**src/rtl/alu_pkg.sv**
```systemverilog
// alu_pkg: definitions shared by the ALU issue/writeback slice.
//   ALU_DATA_W     default operand/result width of the external 16-bit ALU
//   LOG_* / ARI_*  ALU function-select codes (4 bits)
//   MODE_LOGIC / MODE_ARITH  values of the ALU mode input
//   issue_state_t  issue controller states
package alu_pkg;

   localparam int ALU_DATA_W = 16;

   // Logic-mode selects
   localparam logic [3:0] LOG_NOT_A  = 4'b0000;
   localparam logic [3:0] LOG_ZERO   = 4'b0011;
   localparam logic [3:0] LOG_XOR    = 4'b0110;
   localparam logic [3:0] LOG_AND    = 4'b1011;
   localparam logic [3:0] LOG_OR     = 4'b1110;
   localparam logic [3:0] LOG_PASS_A = 4'b1111;

   // Arithmetic-mode selects
   localparam logic [3:0] ARI_ORPLUS = 4'b0101;
   localparam logic [3:0] ARI_SUB    = 4'b0110;
   localparam logic [3:0] ARI_ADD    = 4'b1001;
   localparam logic [3:0] ARI_DOUBLE = 4'b1100;

   localparam logic MODE_LOGIC = 1'b0;
   localparam logic MODE_ARITH = 1'b1;

   typedef enum logic [1:0] {
      IDLE = 2'd0,
      EXEC = 2'd1,
      WB   = 2'd2
   } issue_state_t;

endpackage

```
**src/rtl/alu_regfile.sv**
```systemverilog
// alu_regfile: NUM_REGS x DATA_W register file.
//   clk, rst_n                       clock, async active-low reset (clears all entries)
//   rd_addr_a/rd_data_a              combinational read port A
//   rd_addr_b/rd_data_b              combinational read port B
//   dbg_addr/dbg_data                combinational debug read port
//   wb_en/wb_addr/wb_data            writeback port (highest priority)
//   host_en/host_addr/host_data      host load port
module alu_regfile #(
   parameter int NUM_REGS = 8,
   parameter int DATA_W   = 16,
   parameter int AW       = $clog2(NUM_REGS)
) (
   input  logic              clk,
   input  logic              rst_n,
   input  logic [AW-1:0]     rd_addr_a,
   output logic [DATA_W-1:0] rd_data_a,
   input  logic [AW-1:0]     rd_addr_b,
   output logic [DATA_W-1:0] rd_data_b,
   input  logic [AW-1:0]     dbg_addr,
   output logic [DATA_W-1:0] dbg_data,
   input  logic              wb_en,
   input  logic [AW-1:0]     wb_addr,
   input  logic [DATA_W-1:0] wb_data,
   input  logic              host_en,
   input  logic [AW-1:0]     host_addr,
   input  logic [DATA_W-1:0] host_data
);

   logic [DATA_W-1:0] mem [NUM_REGS];

   // Reads return the contents before the current edge; no write-through.
   assign rd_data_a = mem[rd_addr_a];
   assign rd_data_b = mem[rd_addr_b];
   assign dbg_data  = mem[dbg_addr];

   // When both ports hit the same entry, the writeback wins and the host write is dropped.
   always_ff @(posedge clk or negedge rst_n) begin
      if (!rst_n) begin
         for (int i = 0; i < NUM_REGS; i++) begin
            mem[i] <= '0;
         end
      end else begin
         for (int i = 0; i < NUM_REGS; i++) begin
            if (wb_en && (wb_addr == AW'(i))) begin
               mem[i] <= wb_data;
            end else if (host_en && (host_addr == AW'(i))) begin
               mem[i] <= host_data;
            end
         end
      end
   end

endmodule

```
**src/rtl/alu_issue_ctrl.sv**
```systemverilog
// alu_issue_ctrl: issue/writeback stage wrapped around an external 16-bit ALU.
//   Accepts one instruction per 3 cycles (IDLE -> EXEC -> WB), reads operands from an
//   internal register file, drives the ALU from registers, and writes the ALU result,
//   carry and compare back into the register file and status flags.
// Ports:
//   clk, rst_n                         clock, async active-low reset
//   instr_valid/instr_ready            instruction handshake (ready only in IDLE)
//   instr_select/mode/use_carry        ALU function controls
//   instr_ra/rb/rd                     source and destination registers
//   host_wr_en/addr/data               direct register load (any state, loses to writeback)
//   host_rd_addr/host_rd_data          combinational debug read
//   alu_in_a/b, alu_select, alu_mode, alu_carry_in   registered ALU inputs
//   alu_result, alu_carry_out, alu_compare           ALU outputs
//   result_valid/result_data           writeback pulse and held written value
//   carry_flag, compare_flag           architectural flags
//   zero_flag, neg_flag                status flags, only generated when the
//                                      ALU_STATUS_FLAGS_EN macro is defined (else tied 0)
module alu_issue_ctrl
   import alu_pkg::*;
#(
   parameter int DATA_W   = ALU_DATA_W,
   parameter int NUM_REGS = 8,
   parameter int REG_AW   = $clog2(NUM_REGS)
) (
   input  logic              clk,
   input  logic              rst_n,
   input  logic              instr_valid,
   output logic              instr_ready,
   input  logic [3:0]        instr_select,
   input  logic              instr_mode,
   input  logic              instr_use_carry,
   input  logic [REG_AW-1:0] instr_ra,
   input  logic [REG_AW-1:0] instr_rb,
   input  logic [REG_AW-1:0] instr_rd,
   input  logic              host_wr_en,
   input  logic [REG_AW-1:0] host_wr_addr,
   input  logic [DATA_W-1:0] host_wr_data,
   input  logic [REG_AW-1:0] host_rd_addr,
   output logic [DATA_W-1:0] host_rd_data,
   output logic [DATA_W-1:0] alu_in_a,
   output logic [DATA_W-1:0] alu_in_b,
   output logic [3:0]        alu_select,
   output logic              alu_mode,
   output logic              alu_carry_in,
   input  logic [DATA_W-1:0] alu_result,
   input  logic              alu_carry_out,
   input  logic              alu_compare,
   output logic              result_valid,
   output logic [DATA_W-1:0] result_data,
   output logic              carry_flag,
   output logic              compare_flag,
   output logic              zero_flag,
   output logic              neg_flag
);

   issue_state_t      state_q, state_d;
   logic [REG_AW-1:0] rd_q;
   logic [DATA_W-1:0] stage_result;
   logic              stage_carry;
   logic              stage_cmp;
   logic [DATA_W-1:0] rf_a, rf_b;
   logic              accept;
   logic              wb_en;

   assign accept = instr_valid && instr_ready;
   assign wb_en  = (state_q == WB);

   alu_regfile #(
      .NUM_REGS (NUM_REGS),
      .DATA_W   (DATA_W),
      .AW       (REG_AW)
   ) u_regfile (
      .clk       (clk),
      .rst_n     (rst_n),
      .rd_addr_a (instr_ra),
      .rd_data_a (rf_a),
      .rd_addr_b (instr_rb),
      .rd_data_b (rf_b),
      .dbg_addr  (host_rd_addr),
      .dbg_data  (host_rd_data),
      .wb_en     (wb_en),
      .wb_addr   (rd_q),
      .wb_data   (stage_result),
      .host_en   (host_wr_en),
      .host_addr (host_wr_addr),
      .host_data (host_wr_data)
   );

   always_ff @(posedge clk or negedge rst_n) begin
      if (!rst_n) begin
         state_q <= IDLE;
      end else begin
         state_q <= state_d;
      end
   end

   always_comb begin
      state_d      = state_q;
      instr_ready  = 1'b0;
      result_valid = 1'b0;
      case (state_q)
         IDLE: begin
            instr_ready = 1'b1;
            if (instr_valid) begin
               state_d = EXEC;
            end
         end
         EXEC: state_d = WB;
         WB: begin
            result_valid = 1'b1;
            state_d      = IDLE;
         end
         default: state_d = IDLE;
      endcase
   end

   // The instruction is sampled only on the accept edge; alu_mode doubles as the
   // latched mode that decides whether the carry flag is updated at writeback.
   always_ff @(posedge clk or negedge rst_n) begin
      if (!rst_n) begin
         alu_in_a     <= '0;
         alu_in_b     <= '0;
         alu_select   <= '0;
         alu_mode     <= 1'b0;
         alu_carry_in <= 1'b0;
         rd_q         <= '0;
      end else if (accept) begin
         alu_in_a     <= rf_a;
         alu_in_b     <= rf_b;
         alu_select   <= instr_select;
         alu_mode     <= instr_mode;
         alu_carry_in <= instr_use_carry & carry_flag;
         rd_q         <= instr_rd;
      end
   end

   always_ff @(posedge clk or negedge rst_n) begin
      if (!rst_n) begin
         stage_result <= '0;
         stage_carry  <= 1'b0;
         stage_cmp    <= 1'b0;
      end else if (state_q == EXEC) begin
         stage_result <= alu_result;
         stage_carry  <= alu_carry_out;
         stage_cmp    <= alu_compare;
      end
   end

   // Logic operations leave the architectural carry untouched.
   always_ff @(posedge clk or negedge rst_n) begin
      if (!rst_n) begin
         result_data  <= '0;
         compare_flag <= 1'b0;
         carry_flag   <= 1'b0;
      end else if (wb_en) begin
         result_data  <= stage_result;
         compare_flag <= stage_cmp;
         if (alu_mode == MODE_ARITH) begin
            carry_flag <= stage_carry;
         end
      end
   end

`ifdef ALU_STATUS_FLAGS_EN
   always_ff @(posedge clk or negedge rst_n) begin
      if (!rst_n) begin
         zero_flag <= 1'b0;
         neg_flag  <= 1'b0;
      end else if (wb_en) begin
         zero_flag <= (stage_result == '0);
         neg_flag  <= stage_result[DATA_W-1];
      end
   end
`else
   assign zero_flag = 1'b0;
   assign neg_flag  = 1'b0;
`endif

endmodule
```
**config.mk**
```make
export PLATFORM = sky130hd
export DESIGN_NAME = alu_issue_ctrl
export DESIGN_NICKNAME = d
export VERILOG_FILES = /design/src/rtl/alu_pkg.sv /design/src/rtl/alu_regfile.sv /design/src/rtl/alu_issue_ctrl.sv
export SDC_FILE = /design/constraint.sdc
export NUM_CORES = 1
export LEC_CHECK = 0
export ABC_AREA = 0
export CAP_MARGIN = 15
export CORE_MARGIN = 1.5
export CORE_UTILIZATION = 45
export CTS_BUF_LIST = sky130_fd_sc_hd__clkbuf_2
export CTS_CLUSTER_SIZE = 12
export DETAILED_ROUTE_END_ITERATION = 16
export HOLD_SLACK_MARGIN = 0.1
export PLACE_DENSITY = 0.73
export RECOVER_POWER = 25
export SYNTH_ARGS = -nofsm -noshare
export SYNTH_HDL_FRONTEND = slang
export SYNTH_SLANG_ARGS = --single-unit
```
**constraint.sdc**
```tcl
create_clock -name clk -period 2.7 [get_ports clk]
set_clock_uncertainty 0.2 [all_clocks]
set_input_delay 0.27 -clock clk [delete_from_list [all_inputs] [get_ports clk]]
set_output_delay 0.27 -clock clk [all_outputs]
set_load 0.02 [all_outputs]
```
==> results summary <==
The post-route antenna net violation count is 0. The number of optimization iterations in the first detailed-route pass came out at 5. The initial detailed-routing violation count came out at 621. The routed layout has 9347 vias. At the pin with the least slew margin, the transition time is 1.94 ns. The share of async-settable or async-resettable flops after synthesis is 100%. The unique cell type count in the Yosys netlist is 31. In this run the most used layer during global routing was met2. Once detailed placement completed, the half-perimeter wirelength came to 24000 microns. The number of standard cells in the layout, taps in and fillers out is approximately 1600. The critical path in this run is classified as flop to output port. The number of port buffers is ~130.

The total number of placement rows is slightly above 60. The overall routing resource usage is 26.7%. The initial antenna violation count is 1. The worst-case clock buffer depth is 3. The total number of nets in the final design is 1258. The CTS tree is yes. The routability congestion estimate is between 0.7 and 0.8. After detailed routing, the number of vias per cell comes to 5.76. The final wirelength is 38200 microns. Dividing the synthesized area by the synthesized cell count gives about 13 sq um.

Walking the worst path, the cells encountered are mux4_2 > mux2_4 > buf_6. In this run the power density over the cells is 977 nW/um^2. Setup violations remaining at the end of the flow were counted as 0. The maximum fanout along the worst path is 4.

The per-cell routed wire length is 23.5 microns. The area enclosed by the die boundary is 29100 sq um. The clock slew seen by the registers of the worst setup and hold paths is 0.10 ns. The fraction of met2 tracks used by global routing came out at 43.5%. The number of global-route vias before repair came out at 9604. The top-level I/O count came out at between 100 and 150. The number of endpoints with negative hold slack in the final report is 0. The largest single stage delay on the critical path is 0.50 ns. The worst setup path is captured at an output port. STA puts the critical path data required time at 2.23 ns. The total congestion overflow after global routing came out at 0. The first-pass GRT wire length came out at 57900 microns.

The sequential element share of the synthesized area is 41.0%. Global routing consumed, on the met1 layer, 35.3% of the routing resources. The post-route cell area came out at 15600 sq um. The worst-case IR drop observed on VDD is ~0.00052 V. The final hold slack is around 0.17 ns.

The relative slew slack is -29.5%. The remaining routing DRC violations came out at 0. For met3 alone, demand over resource in global routing was roughly 4.6%. The cell sitting at the root of the clock tree is a clkbuf_2. The CTS sink count came out at approximately 210. The buffers plus inverters on the worst setup path is 1. The kind of cell with the highest combined delay on the critical path is multiplexers. The worst-skew pair later-pin latency came out at 0.86 ns. The maximum number of pins on one net before global-route repair is 72.

For this run, the leading register cell type out of synthesis is dfrtp_1. After detailed placement, the total cell area comes to 14400 sq um. The chip height came out at 171 microns. The min-delay analysis places its worst path in the category primary input to flop. Total power for the finished layout comes to 0.0153 W. The area of the placeable core came out at ~28000 sq um. The number of warnings reported in the yosys synthesis log is 0. Including well taps, the total number of placed cells is 1446. The number of H-tree levels is 2. The cell count after synthesis is 975. The leakage component of the power is 6.88 nW. Setup repair after global routing could not meet its margin everywhere. The count of fill cells added during filler insertion is 2283. The final reports fail on capacitance limit, slew limit.

The run finished, with violations left. Among all stages on the critical path, the largest delay is contributed by mux4_2. At the worst endpoint, the arrival time is 2.21 ns. After synthesis the cells add up to 12600 sq um. The post-route minimum period is 2.68 ns. The total count of max-transition violations in the final report was slightly above 70. In this run, synthesis produced a sequential element count of 207.

The layout overhead on the synthesized area came out at 23.8%. For this run, the top clock speed supported by timing is 373 MHz. For this configuration, the core starts out at a cell density of between 40% and 50%. The count of flip-flops with a built-in enable after synthesis came out at 0. The total negative setup slack is 0 ns. The part of the cycle the worst path needs came out at 99.3%. The post-route netlist has 39.9% of its cells at a drive strength greater than 1. STA classifies the critical path startpoint as a flop. The die width is approximately 170 microns. The number of buffers inserted during clock tree synthesis is 57. The count of maximum capacitance violations is 1.
## final timing paths
| kind | cells past startpoint | end | slack, ns | start |
|---|---|---|---|---|
| setup / recovery | 3 | host_rd_data[10] | 0.02 | u_regfile.mem[74] |
| hold / removal | 3 | u_regfile.mem[114] | 0.17 | host_wr_data[2] |
| setup reg to reg | 3 | alu_select[2] | 0.29 | state_q[0] |
| hold reg to reg | 2 | compare_flag | 0.25 | stage_cmp |
| max in group asynchronous | 4 | alu_select[2] | 0.24 | rst_n |
| min in group asynchronous | 3 | alu_in_a[8] | 0.82 | rst_n |
## power breakdown
part	switching [W]	internal [W]
logic	0.00272	0.00415
registers	0.00156	0.00451
clock network	0.00136	0.000993
## per-stage QoR
step / worst slack [ns] / utilization, %
global placement: 0.0282 / 52.1
finish: 0.0200 / 56.5
global route: -0.0758 / 56.5
detailed placement: -0.00720 / 52.1
floorplan: 0.687 / -
CTS: -0.0398 / 56.0
## worst min-delay path, cell delays in order
cell             delay, ns
clkdlybuf4s50_1       0.62
mux2_1                0.18
mux2_1                0.11
## state kept, by name, summed over array words and instances, names as in the netlist
name,flops
result_data,16
alu_mode,1
compare_flag,1
rd_q,3
stage_cmp,1
stage_result,16
alu_carry_in,1
carry_flag,1
alu_in_a,16
u_regfile.mem,128
stage_carry,1
alu_select,4
alu_in_b,16
state_q,2
## cell type report
class	instances	area, sq um	area share [%]
Timing Repair Buffer	255	2470	15.8
Multi-Input combinational cell	676	6970	44.6
Tap cell	378	473	3.02
Antenna cell	2	5.00	0.0320
Sequential cell	207	5180	33.1
Clock buffer	93	465	2.97
Clock inverter	11	71.3	0.456
Inverter	2	12.5	0.0800
## cells in the final DEF, fill, tap and decap left out
| cell type | instances |
|---|---|
| a22o_1 | 32 |
| buf_12 | 11 |
| buf_2 | 3 |
| buf_4 | 75 |
| buf_6 | 17 |
| bufinv_16 | 1 |
| clkbuf_1 | 1 |
| clkbuf_2 | 94 |
| clkdlybuf4s50_1 | 111 |
| clkinv_1 | 9 |
| clkinvlp_4 | 1 |
| conb_1 | 2 |
| dfrtp_1 | 207 |
| diode_2 | 2 |
| dlygate4sd2_1 | 1 |
| dlygate4sd3_1 | 35 |
| inv_1 | 1 |
| inv_6 | 1 |
| mux2_1 | 119 |
| mux2_2 | 219 |
| mux2_4 | 25 |
| mux2i_1 | 64 |
| mux4_2 | 32 |
| nand2_1 | 88 |
| nand2_2 | 3 |
| nand2b_1 | 3 |
| nand3_2 | 4 |
| nand4_4 | 2 |
| nand4b_4 | 3 |
| nor2_1 | 4 |
| nor2b_1 | 5 |
| nor3b_4 | 1 |
| nor4b_4 | 1 |
| nor4bb_4 | 3 |
| o21ai_0 | 1 |
| o22ai_1 | 32 |
| o31ai_1 | 32 |
| or3b_1 | 1 |
## layer usage
metal | routed length, microns | up-vias
li1 | - | 4137
met1 | 16300 | 4703
met2 | 18200 | 404
met3 | 2380 | 103
met4 | 1410 | 0
met5 | 0 | -
## cell usage after synthesis (all sizes together), types with 2 or more instances
cell | n | area share (%)
buf | 73 | 3.9
o22ai | 32 | 1.6
clkbuf | 18 | 0.53
mux2i | 64 | 5.1
nand4 | 2 | 0.34
o31ai | 32 | 1.9
dfrtp | 207 | 41
nand4b | 3 | 0.56
nor2 | 4 | 0.12
nor4bb | 3 | 0.39
a22o | 32 | 2.2
nand2 | 91 | 2.8
inv | 2 | 0.099
mux2 | 363 | 33
nand3 | 4 | 0.32
nor2b | 5 | 0.25
mux4 | 32 | 5.7
nand2b | 3 | 0.15
## timing repair
item	4_1_cts	5_1_grt
endpoints found under the hold margin	264	0
hold buffers	35	0
gates cloned	0	0
setup endpoints to repair	17	16
buffers inserted	27	10
gates resized for setup	90	23
## cells by family (layout without fill, tap and decap cells)
group                  count (synthesis)  count (layout)  synth area share [%]
multiplexers                         459             459                  43.4
flip-flops                           207             207                  41.0
AND/OR/NAND/NOR                      118             118                  5.29
AO/OA/AOI/OAI                         97              97                  5.74
buffers and inverters                 93             361                  4.52
other                                  1               4                0.0297
Note: power is estimated with default switching activity, not from simulation.
